--- src/rtl/load_store_unit.sv ---
// pd3 MIPS memory stage: LW/SW/LB/LBU/SB over a req/ack data-memory port with big-endian lanes.
// Defining LSU_MISALIGN_TRAP_EN makes misaligned LW/SW complete with a w_misalign_1 pulse instead of issuing.
module load_store_unit #(
    parameter int WIDTH = 32
) (
    input  logic             clock,
    input  logic             reset,
    input  logic [5:0]       w_op_code_6,
    input  logic             w_valid_1,
    output logic             w_ready_1,
    input  logic [WIDTH-1:0] w_alu_result_x,
    input  logic [WIDTH-1:0] w_store_data_x,
    input  logic [4:0]       w_dest_reg_5,
    output logic             w_mem_req_1,
    output logic             w_mem_we_1,
    output logic [WIDTH-1:0] w_mem_addr_x,
    output logic [WIDTH-1:0] w_mem_wdata_x,
    output logic [3:0]       w_mem_be_4,
    input  logic             w_mem_ack_1,
    input  logic [WIDTH-1:0] w_mem_rdata_x,
    output logic             w_wb_valid_1,
    output logic [WIDTH-1:0] w_wb_data_x,
    output logic [4:0]       w_wb_reg_5,
    output logic             w_misalign_1
);
    localparam logic [5:0] OP_LB  = 6'h20;
    localparam logic [5:0] OP_LW  = 6'h23;
    localparam logic [5:0] OP_LBU = 6'h24;
    localparam logic [5:0] OP_SB  = 6'h28;
    localparam logic [5:0] OP_SW  = 6'h2B;

    typedef enum logic [1:0] {S_IDLE, S_REQ, S_WB, S_TRAP} state_t;

    state_t           state_q, state_d;
    logic [5:0]       op_q, op_d;
    logic [1:0]       lane_q, lane_d;
    logic [4:0]       dest_q, dest_d;
    logic             req_q, req_d;
    logic             we_q, we_d;
    logic [WIDTH-1:0] addr_q, addr_d;
    logic [WIDTH-1:0] wdata_q, wdata_d;
    logic [3:0]       be_q, be_d;
    logic             wb_valid_q, wb_valid_d;
    logic [WIDTH-1:0] wb_data_q, wb_data_d;
    logic [4:0]       wb_reg_q, wb_reg_d;
    logic             misalign_q, misalign_d;

    logic             in_is_word, in_is_store, in_is_mem, trap_hit;
    logic [3:0]       in_lane_mask;
    logic [7:0]       ld_byte;
    logic [WIDTH-1:0] ld_data;

    always_comb begin
        in_is_word  = (w_op_code_6 == OP_LW) || (w_op_code_6 == OP_SW);
        in_is_store = (w_op_code_6 == OP_SW) || (w_op_code_6 == OP_SB);
        in_is_mem   = in_is_word || in_is_store ||
                      (w_op_code_6 == OP_LB) || (w_op_code_6 == OP_LBU);
        // Big-endian: lane 0 is the most significant byte.
        case (w_alu_result_x[1:0])
            2'd0: in_lane_mask = 4'b1000;
            2'd1: in_lane_mask = 4'b0100;
            2'd2: in_lane_mask = 4'b0010;
            2'd3: in_lane_mask = 4'b0001;
        endcase
    end

`ifdef LSU_MISALIGN_TRAP_EN
    assign trap_hit = in_is_word && (w_alu_result_x[1:0] != 2'b00);
`else
    assign trap_hit = 1'b0;
`endif

    always_comb begin
        case (lane_q)
            2'd0: ld_byte = w_mem_rdata_x[31:24];
            2'd1: ld_byte = w_mem_rdata_x[23:16];
            2'd2: ld_byte = w_mem_rdata_x[15:8];
            2'd3: ld_byte = w_mem_rdata_x[7:0];
        endcase
        if (op_q == OP_LW)
            ld_data = w_mem_rdata_x;
        else if (op_q == OP_LB)
            ld_data = {{(WIDTH-8){ld_byte[7]}}, ld_byte};
        else
            ld_data = {{(WIDTH-8){1'b0}}, ld_byte};
    end

    always_comb begin
        // NOTE: every _d starts from its _q (or its idle value) so no path leaves a signal unassigned and infers a latch.
        state_d    = state_q;
        op_d       = op_q;
        lane_d     = lane_q;
        dest_d     = dest_q;
        req_d      = req_q;
        we_d       = we_q;
        addr_d     = addr_q;
        wdata_d    = wdata_q;
        be_d       = be_q;
        wb_valid_d = 1'b0;
        wb_data_d  = wb_data_q;
        wb_reg_d   = wb_reg_q;
        misalign_d = 1'b0;

        case (state_q)
            S_IDLE: begin
                if (w_valid_1) begin
                    op_d   = w_op_code_6;
                    lane_d = w_alu_result_x[1:0];
                    dest_d = w_dest_reg_5;
                    if (trap_hit) begin
                        state_d    = S_TRAP;
                        misalign_d = 1'b1;
                    end else if (in_is_mem) begin
                        state_d = S_REQ;
                        req_d   = 1'b1;
                        we_d    = in_is_store;
                        addr_d  = {w_alu_result_x[WIDTH-1:2], 2'b00};
                        be_d    = in_is_word ? 4'b1111 : in_lane_mask;
                        wdata_d = (w_op_code_6 == OP_SW) ? w_store_data_x
                                                         : {4{w_store_data_x[7:0]}};
                    end else begin
                        state_d    = S_WB;
                        wb_valid_d = 1'b1;
                        wb_data_d  = w_alu_result_x;
                        wb_reg_d   = w_dest_reg_5;
                    end
                end
            end
            S_REQ: begin
                if (w_mem_ack_1) begin
                    req_d = 1'b0;
                    if (we_q) begin
                        state_d = S_IDLE;
                    end else begin
                        state_d    = S_WB;
                        wb_valid_d = 1'b1;
                        wb_data_d  = ld_data;
                        wb_reg_d   = dest_q;
                    end
                end
            end
            S_WB:    state_d = S_IDLE;
            S_TRAP:  state_d = S_IDLE;
            default: state_d = S_IDLE;
        endcase
    end

    always_ff @(posedge clock) begin
        // NOTE: non-blocking assignments so every register samples the pre-edge values of the others.
        if (reset) begin
            state_q    <= S_IDLE;
            op_q       <= '0;
            lane_q     <= '0;
            dest_q     <= '0;
            req_q      <= 1'b0;
            we_q       <= 1'b0;
            addr_q     <= '0;
            wdata_q    <= '0;
            be_q       <= '0;
            wb_valid_q <= 1'b0;
            wb_data_q  <= '0;
            wb_reg_q   <= '0;
            misalign_q <= 1'b0;
        end else begin
            state_q    <= state_d;
            op_q       <= op_d;
            lane_q     <= lane_d;
            dest_q     <= dest_d;
            req_q      <= req_d;
            we_q       <= we_d;
            addr_q     <= addr_d;
            wdata_q    <= wdata_d;
            be_q       <= be_d;
            wb_valid_q <= wb_valid_d;
            wb_data_q  <= wb_data_d;
            wb_reg_q   <= wb_reg_d;
            misalign_q <= misalign_d;
        end
    end

    assign w_ready_1     = (state_q == S_IDLE);
    assign w_mem_req_1   = req_q;
    assign w_mem_we_1    = we_q;
    assign w_mem_addr_x  = addr_q;
    assign w_mem_wdata_x = wdata_q;
    assign w_mem_be_4    = be_q;
    assign w_wb_valid_1  = wb_valid_q;
    assign w_wb_data_x   = wb_data_q;
    assign w_wb_reg_5    = wb_reg_q;
    assign w_misalign_1  = misalign_q;
endmodule

--- config.mk ---
export PLATFORM = sky130hd
export DESIGN_NAME = load_store_unit
export DESIGN_NICKNAME = d
export VERILOG_FILES = /design/src/rtl/load_store_unit.sv
export SDC_FILE = /design/constraint.sdc
export NUM_CORES = 1
export LEC_CHECK = 0
export BUFFER_PORTS_ARGS = -buffer_cell sky130_fd_sc_hd__buf_2
export CORE_MARGIN = 1.5
export CORE_UTILIZATION = 43
export DETAILED_ROUTE_END_ITERATION = 6
export PLACE_DENSITY = 0.8
export RECOVER_POWER = 100
export SLEW_MARGIN = 5
export SYNTH_ARGS = -nofsm -noshare
export SYNTH_HDL_FRONTEND = slang
export SYNTH_SLANG_ARGS = --single-unit
--- constraint.sdc ---
create_clock -name clock -period 2.4 [get_ports clock]
set_clock_uncertainty 0.1 [all_clocks]
set_input_delay 0.12 -clock clock [delete_from_list [all_inputs] [get_ports clock]]
set_output_delay 0.12 -clock clock [all_outputs]
set_load 0.01 [all_outputs]
==> out/metrics.cfg <==
[grt]
antenna_found_initial=1
grt_pass1_wl_um=30200
grt_overflow=0
grt_usage=0.309
grt_max_degree=56
grt_pass1_vias=5926

[yosys]
yosysWarnings=0
synthFlopType=dfxtp_1
ys_seq_area_frac=0.483
synth_top_cell_area_share=0.483
synth-edff-count=0
yosys-top-cells-count=nand2_1, dfxtp_1, a21oi_1
synth_area_leaders=dfxtp_1, nand2_1, a21oi_1
yosys.area.top_type=dfxtp_1
synth_cell_type_count=41
synth_area_um2=5020
synth-seq-cells=121
yosysMostFrequentCell=nand2_1
synth-async-reset-ratio=0
synth.avg_cell_area_um2=8.14
synth_cells=617

[placed_design]
port_buffers=217
place_ws_ns=0.381
hpwl_um=11800
post_dp_cell_area_um2=6170
gp_congestion=0.904

[layout]
nFillCells=966
nNetsFinal=1042
utilization=0.669
drive_gt1_frac=0.177
fin_area_um2=7640
area_growth_pct=52.1

[sta]
worst_pin_slew_ns=0.750
finalSetupViolCount=0
slew_headroom=0.500
setup_slack_ns=0.0845
slew_viol_final=0
period_needed_ns=2.32
finalHoldViolCount=0
max_freq_ghz=0.432
fin_crit_sh=0.965

[routing]
ant_nets=0
drt-initial-drc-count=519
first_pass_iters=5
drc=0
wl_per_cell_um=18.0
routed_wl_um=19600
viasPerCell=5.43
num_vias=5907

[worst_setup_path]
slowest_delay_ns=0.55
reg2regPathDepth=6
worstSetupEndpointType=flip-flop
required_ns=2.60
reg2reg_to=w_mem_wdata_x[26]
path_max_fanout=15
rrSetupSlack_ns=0.15
path_delay_family=buffers and inverters
startpoint_type=input port
cpMaxStageDelayCell=dlygate4sd3_1
crit_type=input port to flip-flop
arrival_ns=2.52
worst-path-buf-inv=3
crit_chain=dlygate4sd3_1 > buf_2 > nand2b_1 > a21o_1 > nand2b_2 > a21oi_1 > a21oi_1 > dlygate4sd3_1
worstReg2RegStart=state_q[0]

[power_and_ir_drop]
power_mw=5.36
pwr_density_cell_nw_per_um2=701
leakage_nw=3.02
peakVddDrop_mv=0.529

[floorplanning]
start_util=0.440
dieArea_um2=12300
io_pins=221
core_um2=11400
core.rowCount=39
die_width_um=111
dieHeight_um=111

[clock_tree]
clockBufferDepth=2
numCtsBuffers=17
clkTransAtPathRegs_ns=0.05
cts_tree=yes
cts_htree_levels=4
cts_sinks=121
clk_latency_ns=0.41
cts-root-buf=clkbuf_16

[run_status]
status=completed

[worst_hold_path]
hp-class=input port to flip-flop
holdPathEnd=w_wb_data_x[6]
min_from=w_mem_rdata_x[6]
hold_depth=4

[job]
drv_cap=0

[metrics by stage]
stage	hold WS, ns	TNS [ns]	cells
3_3_place_gp	0.265	0	944
6_report	0.0527	0	1088
3_5_place_dp	0.270	0	944
4_1_cts	0.0317	0	1085
2_1_floorplan	0.154	0	619
5_1_grt	0.0610	-0.00223	1088
[registers in the layout, summed over array words and instances (netlist names), 2 cells and up]
signal / count
dest_q: 5
lane_q: 2
w_mem_wdata_x: 32
op_q: 6
state_q: 2
w_mem_addr_x: 30
w_mem_be_4: 4
w_wb_data_x: 32
w_wb_reg_5: 5
[logic make-up (layout without fill, tap and decap cells)]
kind of cell              count (synthesis)  in the layout  synth area share
and+or+nand+nor                         223            223             0.181
other                                     1              4          0.000747
DFF                                     121            121             0.483
buffers and inverters                    59            384            0.0641
AOI/OAI and AO/OA                       204            204             0.251
xor gates and xnor gates                  1              1           0.00175
muxes                                     8              8            0.0184
[worst max-delay path by stage]
stage | from | endpoint | slack (ns) | cells after the start
floorplan | state_q[1] | w_mem_wdata_x[31] | 0.62 | 7
CTS | state_q[0] | w_mem_wdata_x[28] | 0.1 | 6
finish | w_op_code_6[5] | w_mem_wdata_x[26] | 0.08 | 8
global placement | op_q[2] | w_wb_data_x[5] | 0.42 | 5
detailed placement | op_q[2] | w_wb_data_x[5] | 0.38 | 5
global route | w_op_code_6[5] | w_mem_wdata_x[18] | -0.002 | 8
[worst min-delay path, delay by kind of cell]
family	cells	cell delay (ns)
AOI/OAI and AO/OA	3	0.30
buffers and inverters	1	0.10
[final cells by class]
class                           count  area [µm²]  area share
Sequential cell                   121        2420       0.317
Multi-Input combinational cell    439        2250       0.294
Timing Repair Buffer              343        2180       0.286
Clock buffer                       20         447      0.0585
Tap cell                          143         179      0.0234
Clock inverter                     12         125      0.0164
Inverter                            9        33.8     0.00442
Antenna cell                        1        2.50    0.000328
[timing repair]
item | in CTS | in global routing
hold buffers | 109 | 0
endpoints found under the setup margin | 0 | 5
buffers inserted | 0 | 1
hold endpoints to repair | 114 | 0
gates resized for setup | 0 | 2
[cell usage in the layout (no fill, tap or decap), types with 2 or more instances in the layout]
cell           instances
a211o_1                8
a211oi_1               4
a21oi_1              102
a21oi_2                6
a311oi_1              12
and2_1                 2
buf_12                 2
buf_2                110
buf_4                  9
bufinv_16              2
clkbuf_1             111
clkbuf_16             17
clkbuf_2               3
clkinv_2               5
clkinvlp_4             3
conb_1                 3
dfxtp_1              121
dlygate4sd3_1        109
inv_1                  9
mux2i_1                7
nand2_1              158
nand2b_1               3
nand3_1                2
nand3b_1               2
nor2_1                44
nor3_1                 2
o21ai_0               36
o22ai_1               23
o32ai_1                7
[report_power, final]
part	switching, mW	internal, mW
Combinational	0.377	0.327
Sequential	0.0592	2.11
Clock	0.939	1.55
[per-layer routing]
| layer | vias up | track usage | part of all wire |
|---|---|---|---|
| met2 | 360 | 0.532 | 0.48 |
| li1 | 2748 | - | - |
| met5 | - | 0 | 0 |
| met1 | 2736 | 0.340 | 0.38 |
| met4 | 0 | 0.163 | 0.045 |
| met3 | 63 | 0.100 | 0.089 |
Power figures use the tool's default switching activity.
